File: src/rtl/lod_iter_scan_if.sv
// Handshake bundle for lod_iter_scan: operand in, leading-one result out.
// Optional macro LOD_LSB_EN adds the in_lsb scan-direction select.
interface lod_iter_scan_if #(
  parameter int WIDTH = 32
);
  localparam int IDXW = $clog2(WIDTH);

  logic             in_valid;
  logic             in_ready;
  logic [WIDTH-1:0] in_data;
`ifdef LOD_LSB_EN
  logic             in_lsb;
`endif
  logic             out_valid;
  logic             out_ready;
  logic [IDXW-1:0]  out_index;
  logic             out_found;

  // Producer/consumer side
  modport master (
`ifdef LOD_LSB_EN
    output in_lsb,
`endif
    output in_valid,
    output in_data,
    input  in_ready,
    input  out_valid,
    input  out_index,
    input  out_found,
    output out_ready
  );

  // Detector side
  modport slave (
`ifdef LOD_LSB_EN
    input  in_lsb,
`endif
    input  in_valid,
    input  in_data,
    output in_ready,
    output out_valid,
    output out_index,
    output out_found,
    input  out_ready
  );
endinterface

File: src/rtl/lod_iter_scan.sv
// Multi-cycle leading-one detector. Scans CHUNK bits per cycle from the MSB
// chunk down and stops on the first nonzero chunk. Optional macro LOD_LSB_EN
// adds a per-operand select for a trailing-one scan from chunk 0 upward.
module lod_iter_scan #(
  parameter int WIDTH = 32,
  parameter int CHUNK = 8
) (
  input  logic         clk,
  input  logic         rst,
  lod_iter_scan_if.slave bus
);
  localparam int NCH  = WIDTH / CHUNK;
  localparam int IDXW = $clog2(WIDTH);
  localparam int CNTW = (NCH > 1) ? $clog2(NCH) : 1;
  localparam logic [CNTW-1:0] LAST = CNTW'(NCH - 1);

  typedef enum logic [1:0] {IDLE, SCAN, DONE} state_t;

  state_t           state;
  state_t           state_nxt;
  logic [WIDTH-1:0] operand;
  logic [CNTW-1:0]  cnt;
  logic [IDXW-1:0]  index_r;
  logic             found_r;
`ifdef LOD_LSB_EN
  logic             lsb_mode;
`endif
  logic [CNTW-1:0]  chunk_sel;
  logic [CHUNK-1:0] chunk;
  logic [IDXW-1:0]  base;
  logic [IDXW-1:0]  hit_index;
  logic             hit;
  logic             ready_c;
  logic             valid_c;

  // Position of the highest set bit inside one chunk (0 if empty)
  function automatic logic [IDXW-1:0] top_bit(input logic [CHUNK-1:0] v);
    top_bit = '0;
    for (int i = 0; i < CHUNK; i++)
      if (v[i]) top_bit = IDXW'(i);
  endfunction

  // Position of the lowest set bit inside one chunk (0 if empty)
  function automatic logic [IDXW-1:0] bottom_bit(input logic [CHUNK-1:0] v);
    bottom_bit = '0;
    for (int i = CHUNK - 1; i >= 0; i--)
      if (v[i]) bottom_bit = IDXW'(i);
  endfunction

  // Select the chunk under examination and form its candidate index
  always_comb begin
    chunk_sel = LAST - cnt;
`ifdef LOD_LSB_EN
    if (lsb_mode) chunk_sel = cnt;
`endif
    chunk     = operand[int'(chunk_sel) * CHUNK +: CHUNK];
    hit       = |chunk;
    base      = IDXW'(int'(chunk_sel) * CHUNK);
    hit_index = base + top_bit(chunk);
`ifdef LOD_LSB_EN
    if (lsb_mode) hit_index = base + bottom_bit(chunk);
`endif
  end

  // State register
  always_ff @(posedge clk) begin
    if (rst) state <= IDLE;
    else     state <= state_nxt;
  end

  // Next-state and handshake outputs
  always_comb begin
    state_nxt = state;
    ready_c   = 1'b0;
    valid_c   = 1'b0;
    case (state)
      IDLE: begin
        ready_c = !rst;
        if (bus.in_valid && !rst) state_nxt = SCAN;
      end
      SCAN: begin
        if (hit || cnt == LAST) state_nxt = DONE;
      end
      DONE: begin
        valid_c = 1'b1;
        if (bus.out_ready) state_nxt = IDLE;
      end
      default: state_nxt = IDLE;
    endcase
  end

  // Operand capture, chunk counter and result registers
  always_ff @(posedge clk) begin
    if (rst) begin
      operand  <= '0;
      cnt      <= '0;
      index_r  <= '0;
      found_r  <= 1'b0;
`ifdef LOD_LSB_EN
      lsb_mode <= 1'b0;
`endif
    end else begin
      case (state)
        IDLE: begin
          if (bus.in_valid) begin
            operand  <= bus.in_data;
            cnt      <= '0;
`ifdef LOD_LSB_EN
            lsb_mode <= bus.in_lsb;
`endif
          end
        end
        SCAN: begin
          if (hit) begin
            index_r <= hit_index;
            found_r <= 1'b1;
          end else if (cnt == LAST) begin
            index_r <= '1;
            found_r <= 1'b0;
          end else begin
            cnt <= cnt + 1'b1;
          end
        end
        default: ;
      endcase
    end
  end

  assign bus.in_ready  = ready_c;
  assign bus.out_valid = valid_c;
  assign bus.out_index = index_r;
  assign bus.out_found = found_r;
endmodule

File: src/flat_wrapper.sv
// flat-port wrapper written by rule: the top's interface ports become plain ports
module lod_iter_scan_flat 
#(
  parameter int WIDTH = 32,
  parameter int CHUNK = 8
)
  (clk, rst, bus_in_valid, bus_in_data, bus_in_ready, bus_out_valid, bus_out_index, bus_out_found, bus_out_ready);
  lod_iter_scan_if #(.WIDTH(WIDTH)) bus_i ();
  input  logic clk;
  input  logic rst;
  input wire logic [$bits(bus_i.in_valid)-1:0] bus_in_valid;
  input wire logic [$bits(bus_i.in_data)-1:0] bus_in_data;
  output wire logic [$bits(bus_i.in_ready)-1:0] bus_in_ready;
  output wire logic [$bits(bus_i.out_valid)-1:0] bus_out_valid;
  output wire logic [$bits(bus_i.out_index)-1:0] bus_out_index;
  output wire logic [$bits(bus_i.out_found)-1:0] bus_out_found;
  input wire logic [$bits(bus_i.out_ready)-1:0] bus_out_ready;
  assign bus_i.in_valid = bus_in_valid;
  assign bus_i.in_data = bus_in_data;
  assign bus_in_ready = bus_i.in_ready;
  assign bus_out_valid = bus_i.out_valid;
  assign bus_out_index = bus_i.out_index;
  assign bus_out_found = bus_i.out_found;
  assign bus_i.out_ready = bus_out_ready;
  lod_iter_scan #(.WIDTH(WIDTH), .CHUNK(CHUNK)) u_core (.clk(clk), .rst(rst), .bus(bus_i));
endmodule
File: config.mk
export PLATFORM = sky130hd
export DESIGN_NAME = lod_iter_scan_flat
export DESIGN_NICKNAME = d
export VERILOG_FILES = /design/src/rtl/lod_iter_scan_if.sv /design/src/rtl/lod_iter_scan.sv /design/src/flat_wrapper.sv
export SDC_FILE = /design/constraint.sdc
export NUM_CORES = 1
export LEC_CHECK = 0
export ABC_AREA = 1
export BUFFER_PORTS_ARGS = -buffer_cell sky130_fd_sc_hd__buf_2
export CORE_MARGIN = 3
export CORE_UTILIZATION = 30
export CTS_CLUSTER_DIAMETER = 80
export DETAILED_ROUTE_END_ITERATION = 12
export PLACE_DENSITY = 0.5
export REMOVE_ABC_BUFFERS = 1
export SETUP_SLACK_MARGIN = 0.05
export SLEW_MARGIN = 15
export SYNTH_ARGS = -nofsm -noshare
export SYNTH_HDL_FRONTEND = slang
export SYNTH_SLANG_ARGS = --single-unit
export TNS_END_PERCENT = 20
File: constraint.sdc
create_clock -name clk -period 1.7 [get_ports clk]
set_input_delay 0.085 -clock clk [delete_from_list [all_inputs] [get_ports clk]]
set_output_delay 0.085 -clock clk [all_outputs]
set_load 0.1 [all_outputs]
Yosys cells after proc, flatten, opt, wreduce, memory -nomap -nowiden:

Index checks and enable logic that the tools add are counted.

* shift operators: 1
* mux-type cells: 21
* add/sub/neg operators: 3
* reductions and logical operators: 11
* equality and inequality tests: 9

Operators with widths (number)
* 32-bit by 6-bit indexed part select with 8-bit output: 1
* 2-bit two-way mux: 8
* 3-bit two-way mux: 4
* 5-bit two-way mux: 2
* 2-bit inequality test (second input constant): 4
* 8-bit OR reduction: 1
* 2-bit one-hot mux with 3 select lines: 1
* 5-bit by 3-bit adder with 5-bit output: 1
* 1-bit two-way mux: 5
* 2-bit == test (second input constant): 2
* 2-bit by 1-bit inequality test with 1-bit output (second input constant): 2
* 2-bit one-hot mux with 2 select lines: 1
* 2-bit AND reduction: 2
* 4-bit AND reduction: 1
* 2-bit nonzero test: 2
* 3-bit AND reduction: 1
* 2-bit by 1-bit adder with 2-bit output (second input constant): 1
* 2-bit by 1-bit == test with 1-bit output (second input constant): 1
* 2-bit logical NOT: 1
* 2-bit subtractor (first input constant): 1
* 1-bit logical AND: 1
* 1-bit logical NOT: 1
* 1-bit logical OR: 1

* output and inout port bits: 8
* register bits after elaboration: 42
* word-level logic and storage cells: 50

Longest topological paths before layout:

Gate-level depths: netlist (run 1).

* depth after elaboration: 11
* depth in mapped cells: 14
* depth with buffers taken out: 12

Worst setup path before layout (run 1):

OpenSTA, ideal clock, no wires.

* path type: reg2out
* start point: register u_core.state[1]
* end point: output port bus_in_ready
* slack: -0.802 ns
* data required time: 1.615 ns
* buffers on the path: 0
* cell stages (with the launch flop): 2
* arrival: 2.417 ns
* path through: dfxtp_1 > nor3_1

* cells in the longest elaborated chain, start to end: 2

Ends and longest elaborated chain
* start, declared: RTL line lod_iter_scan.sv:19 `state_t state;`
* start signal, assigned: RTL line lod_iter_scan.sv:68 `else state <= state_nxt;`
* 2-bit logical NOT: RTL line lod_iter_scan.sv:76 `case (state)`
* 1-bit two-way mux: RTL line lod_iter_scan.sv:76
* end, declared: RTL line flat_wrapper.sv:13 `output wire logic [$bits(bus_i.in_ready)-1:0] bus_in_ready;`

No other way between the ends.

Worst setup path in the final report (run 1):

* start point: register u_core.cnt[0]
* end point: register u_core.index_r[0], in the netlist u_core.bus.out_index[0]

* cells in the longest elaborated chain, start to end: 11
* elaborated cells on any way between the ends: 15

Ends and longest elaborated chain
* start, declared: RTL line lod_iter_scan.sv:22 `logic [CNTW-1:0] cnt;`
* start signal, assigned: RTL line lod_iter_scan.sv:121 `cnt <= cnt + 1'b1;`
* 2-bit subtractor: RTL line lod_iter_scan.sv:52 `chunk_sel = LAST - cnt;`
* 32-bit by 6-bit indexed part select with 8-bit output: RTL line lod_iter_scan.sv:56 `chunk = operand[int'(chunk_sel) * CHUNK +: CHUNK];`
* 1-bit two-way mux: RTL line lod_iter_scan.sv:40 `if (v[i]) top_bit = IDXW'(i);`
* 2-bit two-way mux (2 in series): RTL line lod_iter_scan.sv:40
* 3-bit two-way mux (4 in series): RTL line lod_iter_scan.sv:40
* 5-bit by 3-bit adder with 5-bit output: RTL line lod_iter_scan.sv:59 `hit_index = base + top_bit(chunk);`
* 5-bit two-way mux: RTL line lod_iter_scan.sv:114 `if (hit) begin`
* end signal, assigned: RTL line lod_iter_scan.sv:115 `index_r <= hit_index;`
* end, declared: RTL line lod_iter_scan.sv:23 `logic [IDXW-1:0] index_r;`

Parallel ways exist; a longest one is shown, timed or not.
A chain may end at the register's enable or synchronous reset.

==> flow_summary_export.csv, run 1 <==
group,metric,value,unit
run_status,outcome,"finished clean",
logic_synthesis,ys_ff_latch,42,
critical_path,end_kind,"flip-flop",
cells_and_area,share_of_cells_above_drive_strength_1,27.3,%
cells_and_area,area_growth_syn_to_layout,20.5,%
route,drt.antenna.violating_nets,0,
die,start_util,31.9,%
logic_synthesis,yosysWarnings,0,
die,fp.dieH,86.8,um
logic_synthesis,synth_cell_type_count,25,
route,dr.pass1.iters,4,
logic_synthesis,netlist_area,1960,um2
clock_tree,cts_hold_buf,0,
timing,fin_worst_skew,6.03,ps
place,post_dp_cell_area,2260,um2
critical_path,cp_data_arrival_time,1670,ps
route,via_per_inst,4.38,
critical_path,cp_slowest_stage_delay,370,ps
critical_path,crit_fanout,10,
route,highest-signal-layer,"met4",
route,drc_errors_left,0,
logic_synthesis,postSynthCellCount,277,
die,design.die.area,7530,um2
logic_synthesis,post-synth-top-area-cell,"dfxtp_1",
route,met2_length,1820,um
clock_tree,clkSinkCount,42,
route,routed_wire_length_per_instance,10.9,um
timing,grt_setup_unrepaired,"no",
hold_path,holdCritPathClass,"in -> reg",
timing,drv_slew,0,
clock_tree,cts.reportedPaths.clkPinSlew,80,ps
critical_path,path_cells,"buf_6 -> nand2_1 -> nand3_2 -> nand2_2 -> nand2_2 -> nor2_4 -> nand2_4 -> nand2_8 -> nand2_4 -> o21ai_2 -> nor2_1",
timing,period_minus_slack,1480,ps
clock_tree,clk-insertion-delay-late,290,ps
timing,timing_worst_slew_pin_value,494,ps
critical_path,cp_slowest_cell,"dfxtp_4",
die,fp_rows,28,
timing,max_freq,675,MHz
logic_synthesis,netlist_top_cells_count,"80 x nor2_1, 49 x nand2_1, 42 x dfxtp_1",
clock_tree,tritoncts_clock_tree,"yes",
global_routing,global_route.usage.total,12.8,%
run,drv.max_cap_violation_count,0,
place,post-place-ws,128,ps
critical_path,worstSetupStartpoint,"u_core.cnt[0]",
clock_tree,htreeDepth,2,
cells_and_area,fin_nets,359,
logic_synthesis,async_flop_share,0,%
cells_and_area,fin_area,2360,um2
logic_synthesis,synth_top_area_share,43.0,%
critical_path,r2r-start,"u_core.cnt[0]",
critical_path,worst_setup_path_start_kind,"flip-flop",
clock_tree,total_cts_buffers,5,
route,route.final.wire_length,4340,um
global_routing,grt_overflow_total,0,
logic_synthesis,synthesis.area_per_instance,7.06,um2
power,vdd.ir_drop.worst,0.000567,V
route,route.vias.total,1738,
timing,setup_viol,0,
global_routing,pin_count_of_the_biggest_net_entering_global_routing,40,
timing,fin_ws,218,ps
critical_path,cp_num_buf_inv,1,
logic_synthesis,synth_flop_cell,"dfxtp_1",
clock_tree,clk_root_buffer_cell,"clkbuf_8",
place,place.detailed.hpwl,3230,um
cells_and_area,final_instance_count_excl_fillers,397,
timing,fin_crit_sh,87.2,%
place,placedCellCount,389,
logic_synthesis,yosys.cell_count.top_type,"nor2_1",
critical_path,critical-path-top-delay-family,"simple AND/OR/NAND/NOR gates",
logic_synthesis,synth.area.top_cells,"dfxtp_1 43%, nor2_1 15%, nand2_1 9.4%",
die,die_x_extent,86.8,um
place,place.gp.congestion,0.785,
place,io_buffer_count,43,
cells_and_area,num_antenna_cells,0,
cells_and_area,fillers,691,
power,static_leak,1.08,nW
global_routing,wire_length_of_the_first_global_routing_pass,7760,um
hold_path,hold_crit_start,"rst",
global_routing,grt_antenna_before_repair,0,
die,core_region_area,6130,um2
global_routing,via_count_of_the_first_global_routing_pass,1716,
timing,worst_hold_slack,25.1,ps
die,io-pin-count,44,
critical_path,cp_data_required_time,1890,ps
route,drt_iter0_drcs,100,
critical_path,setup.worst_path.class,"reg -> reg",
logic_synthesis,number_of_flops_mapped_to_enable_cells_by_yosys,0,
route,wl_met1,2250,um
power,total_power,2.80,mW
clock_tree,cts_buffer_depth,2,
timing,fin_setup_tns,0,ps
timing,relSlewSlack,67.3,%
power,power_density,1190,nW/um2
logic_synthesis,synth.yosys.seq_area_share,43.0,%
cells_and_area,utilization_after_layout,38.5,%
route,detailroute.wirelength.met3,221,um
timing,finalHoldViolations,0,
==> path summary, 6_finish.rpt <==
check	slack, ps	cells after the start	end
max	220	11	u_core.bus.out_index[0]
min	30	2	u_core.state[1]
max reg2reg	220	11	u_core.bus.out_index[0]
min reg2reg	480	2	u_core.bus.out_index[3]
==> flip-flops by register name, summed over array words and instances (netlist names) <==
signal and count:
u_core.operand 32, u_core.bus.out_index 5, u_core.cnt 2, u_core.state 2, u_core.bus.out_found 1
==> kinds of logic after synthesis <==
logic type | synth area share, %
DFF | 43.0
AOI/OAI and AO/OA | 10.4
buffers and inverters | 6.97
adders and majority gates | 0.639
and+or+nand+nor | 39.1
==> routing by layer <==
metal  global-route usage (%)  vias up
li1                         -      964
met1                     17.8      732
met2                     19.5       37
met3                     3.04        5
met4                     4.25        0
met5                        0        -
==> final cells by class <==
class / count / area [um2] / area share (%)
clock buffers: 7 / 76.3 / 3.24
inverters: 13 / 56.3 / 2.39
multi-input cells: 208 / 987 / 41.9
flip-flops and latches: 42 / 846 / 35.9
well taps: 75 / 93.8 / 3.98
repair buffers: 52 / 299 / 12.7
==> power breakdown <==
group / leakage, nW / internal (mW) / switching [mW]
clock network: 0.0383 / 0.283 / 0.315
logic: 0.692 / 0.300 / 0.682
registers: 0.349 / 1.13 / 0.0906
total: 1.08 / 1.72 / 1.09
==> what timing repair did <==
action | in CTS | in global routing
endpoints found under the setup margin | 0 | 9
resized for setup | 0 | 8
buffers inserted | 0 | 1
==> layout by cell type, fill, tap and decap left out, types with 2 or more instances in the layout <==
cell,synthesis,layout
buf_4,1,7
nor2_2,2,2
nand2_4,2,2
nand2_1,49,46
o21ai_1,2,2
nand3_1,16,16
clkbuf_8,0,5
nand3_2,5,5
clkbuf_1,9,2
inv_1,10,10
nand2_2,8,11
a21oi_1,2,2
dfxtp_1,42,40
nor2_1,80,80
nor2_4,3,3
buf_2,0,43
o21ai_0,33,33
Note: power is estimated with default switching activity, not from simulation.
==> run 2: changes to the inputs <==
--- a/config.mk
+++ b/config.mk
@@ -5,13 +5,13 @@
 export SDC_FILE = /design/constraint.sdc
 export NUM_CORES = 1
 export LEC_CHECK = 0
-export ABC_AREA = 1
+export ABC_AREA = 0
 export BUFFER_PORTS_ARGS = -buffer_cell sky130_fd_sc_hd__buf_2
 export CORE_MARGIN = 3
 export CORE_UTILIZATION = 30
 export CTS_CLUSTER_DIAMETER = 80
 export DETAILED_ROUTE_END_ITERATION = 12
-export PLACE_DENSITY = 0.5
+export PLACE_DENSITY = 0.51
 export REMOVE_ABC_BUFFERS = 1
 export SETUP_SLACK_MARGIN = 0.05
 export SLEW_MARGIN = 15
==> run 2 against run 1 <==
The run now ends with setup timing left. Critical path depth fell by 5. Combinational power fell by 33%. Die area fell by 8.0%. Largest cell class unchanged.
==> flow_summary_export.csv, run 2 <==
group,metric,value,unit
clock_tree,htreeDepth,2,
die,fp.dieH,83.2,um
logic_synthesis,synth.area.top_cells,"dfxtp_1 47%, nand2_1 14%, a21oi_1 10%",
global_routing,grt_util_met3,3.47,%
cells_and_area,share_of_cells_above_drive_strength_1,32.7,%
global_routing,wire_length_of_the_first_global_routing_pass,7090,um
timing,finalHoldViolations,0,
timing,drv_slew,0,
timing,max_freq,483,MHz
cells_and_area,layout_common_cells,"67 x nand2_1, 43 x buf_2, 41 x dfxtp_1, 34 x a21oi_1, 18 x buf_4",
global_routing,pin_count_of_the_biggest_net_entering_global_routing,43,
timing,relSlewSlack,67.8,%
run_status,violations_in_the_final_reports,"setup timing",
cells_and_area,area_growth_syn_to_layout,29.0,%
cells_and_area,largest_register_ff_count,32,
hold_path,holdCritPathClass,"in -> reg",
place,post-place-ws,-486,ps
critical_path,r2r-start,"u_core.cnt[0]",
cells_and_area,fillers,609,
logic_synthesis,netlist_top_cells_count,"67 x nand2_1, 42 x dfxtp_1, 37 x a21oi_1",
critical_path,cp_slowest_cell,"mux4_2",
critical_path,cp_slowest_stage_delay,540,ps
clock_tree,tritoncts_clock_tree,"yes",
global_routing,global_route.usage.total,12.6,%
place,place.detailed.hpwl,2930,um
place,place.gp.congestion,0.672,
logic_synthesis,ys_ff_latch,42,
run_status,outcome,"finished with violations",
global_routing,grt_antenna_before_repair,0,
route,drc_errors_left,0,
route,via_per_inst,4.63,
timing,fin_ws,-369,ps
cells_and_area,num_antenna_cells,0,
logic_synthesis,yosysWarnings,0,
cells_and_area,mostFrequentLayoutCell,"nand2_1",
global_routing,global_route.usage.met1,15.8,%
power,total_power,2.41,mW
critical_path,worstSetupStartpoint,"u_core.cnt[0]",
logic_synthesis,synth_cell_type_count,24,
logic_synthesis,synth_flop_cell,"dfxtp_1",
die,core_region_area,5640,um2
global_routing,grt_use_met2,19.8,%
clock_tree,cts_buffer_depth,2,
route,routed_wire_length_per_instance,12.4,um
timing,fin_crit_sh,122,%
critical_path,cp_data_required_time,1930,ps
power,vdd.ir_drop.worst,0.000385,V
timing,grt_setup_unrepaired,"yes",
route,drt_iter0_drcs,49,
critical_path,reg2reg_setup_slack,-370,ps
cells_and_area,regArea,845,um2
timing,fin_worst_skew,9.67,ps
global_routing,via_count_of_the_first_global_routing_pass,1534,
route,route.vias.total,1537,
logic_synthesis,synthesis.area_per_instance,8.68,um2
cells_and_area,registers.top_by_ff_count,"u_core.operand",
power,static_leak,0.949,nW
clock_tree,clkSinkCount,42,
logic_synthesis,netlist_area,1790,um2
clock_tree,cts.reportedPaths.clkPinSlew,80,ps
clock_tree,total_cts_buffers,5,
timing,period_minus_slack,2070,ps
timing,setup_viol,10,
die,fp_rows,27,
clock_tree,clk_root_buffer_cell,"clkbuf_8",
logic_synthesis,async_flop_share,0,%
critical_path,cp_data_arrival_time,2300,ps
critical_path,path_cells,"buf_12 -> mux4_2 -> nor4_4 -> a31oi_2 -> or3_1 -> a21oi_2",
cells_and_area,multi_input_comb_area,908,um2
critical_path,end_kind,"flip-flop",
timing,timing_worst_slew_pin_value,486,ps
place,io_buffer_count,43,
die,design.die.area,6920,um2
hold_path,hold_crit_start,"bus_in_data[26]",
logic_synthesis,synth.yosys.seq_area_share,47.0,%
logic_synthesis,post-synth-top-area-cell,"dfxtp_1",
cells_and_area,utilization_after_layout,40.9,%
route,drt.antenna.violating_nets,0,
route,route.final.wire_length,4120,um
logic_synthesis,postSynthCellCount,206,
clock_tree,clk-insertion-delay-late,300,ps
power,power_density,1040,nW/um2
logic_synthesis,number_of_flops_mapped_to_enable_cells_by_yosys,0,
run,drv.max_cap_violation_count,0,
global_routing,grt_busiest_layer,"met2",
logic_synthesis,synth_top_area_share,47.0,%
critical_path,crit_fanout,5,
die,io-pin-count,44,
die,start_util,31.7,%
route,dr.pass1.iters,4,
logic_synthesis,yosys.cell_count.top_type,"nand2_1",
die,die_x_extent,83.2,um
critical_path,setup.worst_path.class,"reg -> reg",
cells_and_area,fin_nets,298,
global_routing,grt_overflow_total,0,
critical_path,worst_setup_path_start_kind,"flip-flop",
-- run 2: metrics by stage --
stage          TNS [ps]  cell area (um2)  hold slack [ps]  std cells
4_1_cts           -2880             2290             12.8        331
2_1_floorplan     -5890             1730              147        192
6_report          -2840             2310             14.5        332
3_3_place_gp      -4190             2170              328        324
5_1_grt           -4100             2310             13.0        332
3_5_place_dp      -4120             2170              333        324
-- run 2: cells by family (layout without fill, tap and decap cells) --
group                    after synthesis  count (layout)  synth area share (%)
multiplexers                           8               8                  10.9
buffers and inverters                 17              71                  4.06
adder cells (fa/ha/maj)                1               1                 0.700
AO/OA/AOI/OAI                         47              47                  14.9
flip-flops                            42              42                  47.0
AND/OR/NAND/NOR                       91              91                  22.4
-- run 2: worst paths after layout --
check	cells past startpoint	endpoint
worst min-delay path	3	u_core.operand[26]
worst max register to register	6	u_core.cnt[0]
worst min register to register	2	u_core.operand[2]
worst max-delay path	6	u_core.cnt[0]
-- run 2: report_power, final --
part / internal (mW) / switching (mW)
registers: 1.07 / 0.0453
clock network: 0.313 / 0.325
logic: 0.238 / 0.418
-- run 2: critical path: cells and delay by family, from the launching register on --
family,cells,cell delay (ps)
AND/OR/NAND/NOR,2,680
buffers and inverters,1,110
multiplexers,1,540
flip-flops,1,370
AO/OA/AOI/OAI,2,290
-- run 2: what timing repair did --
item,4_1_cts,5_1_grt
hold buffers,0,0
pin swaps,5,0
endpoints found under the hold margin,0,0
resized for setup,7,4
setup buffers,1,1
setup endpoints to repair,10,10
-- run 2: layer usage --
layer | routed length (um) | up-vias
met4 | 87 | 0
met5 | 0 | -
li1 | - | 801
met3 | 202 | 8
met2 | 1820 | 34
met1 | 2010 | 694
-- run 2: final cells by class --
type / instances / area share, %
Sequential cell: 42 / 36.6
Tap cell: 72 / 3.90
Timing Repair Buffer: 62 / 16.1
Inverter: 3 / 0.488
Clock buffer: 6 / 3.58
Multi-Input combinational cell: 147 / 39.4
==> run 3: changes to the inputs <==
--- a/config.mk
+++ b/config.mk
@@ -11,6 +11,7 @@
 export CORE_UTILIZATION = 30
 export CTS_CLUSTER_DIAMETER = 80
 export DETAILED_ROUTE_END_ITERATION = 12
+export MAX_ROUTING_LAYER = met4
 export PLACE_DENSITY = 0.51
 export REMOVE_ABC_BUFFERS = 1
 export SETUP_SLACK_MARGIN = 0.05
==> run 3 against run 2 <==
The run still ends with setup timing left. Via count unchanged. Final area unchanged. Sequential share of layout area unchanged. Global-route usage increased by 0.36 points. Worst hold slack about the same. Utilization unchanged. Sequential power about the same. Worst setup slack about the same. Non-clock buffer count unchanged. Clock power about the same. Largest cell class unchanged. Largest power group unchanged.
==> flow_summary_export.csv, run 3 (synthesis results as in run 2) <==
group,metric,value,unit
clock_tree,cts.reportedPaths.clkPinSlew,80,ps
power,power_switching_share,32.7,%
timing,fin_crit_sh,122,%
power,cellInternalPower,1.62,mW
cells_and_area,fin_area,2310,um2
timing,finalHoldViolations,0,
route,drt.antenna.violating_nets,0,
clock_tree,clk_root_buffer_cell,"clkbuf_8",
cells_and_area,layout_common_cells,"67 x nand2_1, 43 x buf_2, 41 x dfxtp_1, 34 x a21oi_1, 18 x buf_4",
global_routing,grt_util_met3,3.47,%
global_routing,grt_overflow_total,0,
clock_tree,cts_hold_buf,0,
power,power.net_switching,0.788,mW
die,design.die.area,6920,um2
place,post-place-ws,-486,ps
cells_and_area,share_of_cells_above_drive_strength_1,32.7,%
route,route.vias.total,1537,
timing,drv_slew,0,
die,fp_rows,27,
hold_path,holdCritPathClass,"in -> reg",
critical_path,cp_data_arrival_time,2300,ps
place,io_buffer_count,43,
global_routing,global_route.usage.total,13.0,%
timing,fin_ws,-369,ps
cells_and_area,fin_nets,298,
timing,setup_viol,10,
route,route.final.wire_length,4120,um
die,io-pin-count,44,
timing,relSlewSlack,67.8,%
cells_and_area,mostFrequentLayoutCell,"nand2_1",
run_status,violations_in_the_final_reports,"setup timing",
clock_tree,htreeDepth,2,
power,power.clock.fraction,26.5,%
clock_tree,clkSinkCount,42,
die,fp.dieH,83.2,um
route,via_per_inst,4.63,
timing,period_minus_slack,2070,ps
cells_and_area,fillers,609,
clock_tree,clk-insertion-delay-late,300,ps
global_routing,wire_length_of_the_first_global_routing_pass,7090,um
place,place.detailed.hpwl,2930,um
timing,grt_setup_unrepaired,"yes",
die,die_x_extent,83.2,um
global_routing,grt_use_met2,19.8,%
clock_tree,tritoncts_clock_tree,"yes",
route,routed_wire_length_per_instance,12.4,um
clock_tree,cts_buffer_depth,2,
route,drc_errors_left,0,
route,dr.pass1.iters,4,
timing,max_freq,483,MHz
critical_path,cp_data_required_time,1930,ps
cells_and_area,num_antenna_cells,0,
timing,fin_worst_skew,9.67,ps
power,pwr-share-comb,27.3,%
global_routing,grt_antenna_before_repair,0,
power,vdd.ir_drop.worst,0.000385,V
place,post_dp_cell_area,2170,um2
run_status,outcome,"finished with violations",
cells_and_area,area_growth_syn_to_layout,29.0,%
critical_path,setup.worst_path.class,"reg -> reg",
global_routing,pin_count_of_the_biggest_net_entering_global_routing,43,
global_routing,via_count_of_the_first_global_routing_pass,1534,
timing,timing_worst_slew_pin_value,487,ps
power,static_leak,0.949,nW
power,power.sequential.fraction,46.2,%
place,place.gp.congestion,0.678,
global_routing,grt_busiest_layer,"met2",
die,start_util,31.7,%
critical_path,crit_fanout,5,
cells_and_area,registers.top_by_ff_count,"u_core.operand",
run,drv.max_cap_violation_count,0,
critical_path,end_kind,"flip-flop",
critical_path,worst_setup_path_start_kind,"flip-flop",
cells_and_area,largest_register_ff_count,32,
power,power_density,1040,nW/um2
route,drt_iter0_drcs,55,
clock_tree,total_cts_buffers,5,
die,core_region_area,5640,um2
global_routing,global_route.usage.met1,15.8,%
-- run 3: cell counts in the layout (fill, tap and decap cells not counted) --
No cell type changed its count.
-- run 3: per-stage QoR --
step	std cells	utilization (%)	setup TNS (ps)	hold WS, ps	power [mW]
2_1_floorplan	192	-	-5890	147	1.55
3_3_place_gp	324	38.5	-4190	328	1.76
3_5_place_dp	324	38.5	-4120	333	1.77
4_1_cts	331	40.5	-2880	12.8	2.42
5_1_grt	332	40.9	-4100	13.0	2.54
6_report	332	40.9	-2840	14.4	2.41
-- run 3: timing repair --
item | CTS | global route
pin swaps | 5 | 0
buffers inserted | 1 | 1
gates resized for setup | 7 | 4
endpoints found under the setup margin | 10 | 10
-- run 3: critical path, stage by stage, from the launching register on --
cell and delay [ps]:
dfxtp_4 370, buf_12 110, mux4_2 540, nor4_4 330, a31oi_2 160, or3_1 350
a21oi_2 130
-- run 3: path summary, 6_finish.rpt --
path | from | endpoint | slack, ps | depth (start not counted)
max | u_core.cnt[0] | u_core.cnt[0] | -370 | 6
min | bus_in_data[26] | u_core.operand[26] | 10 | 3
max reg2reg | u_core.cnt[0] | u_core.cnt[0] | -370 | 6
min reg2reg | u_core.operand[2] | u_core.operand[2] | 450 | 2
-- run 3: cell type report --
class                           count  area [um2]  share of cell area, %
Clock buffer                        6        82.6                   3.58
Tap cell                           72        90.1                   3.90
Inverter                            3        11.3                  0.488
Multi-Input combinational cell    147         908                   39.4
Sequential cell                    42         845                   36.6
Timing Repair Buffer               62         370                   16.1
-- run 3: layer usage --
metal	routed length, um	up-vias
li1	-	801
met1	2010	694
met2	1820	34
met3	201	8
met4	88	0
met5	0	-
-- run 3: power groups by stage --
stage	Combinational (mW)	Sequential, mW	Clock, mW
after floorplan	0.292	1.26	0
after CTS	0.649	1.11	0.657
final	0.656	1.11	0.638
after global routing	0.717	1.12	0.697
after detailed placement	0.629	1.14	0
after global placement	0.624	1.14	0
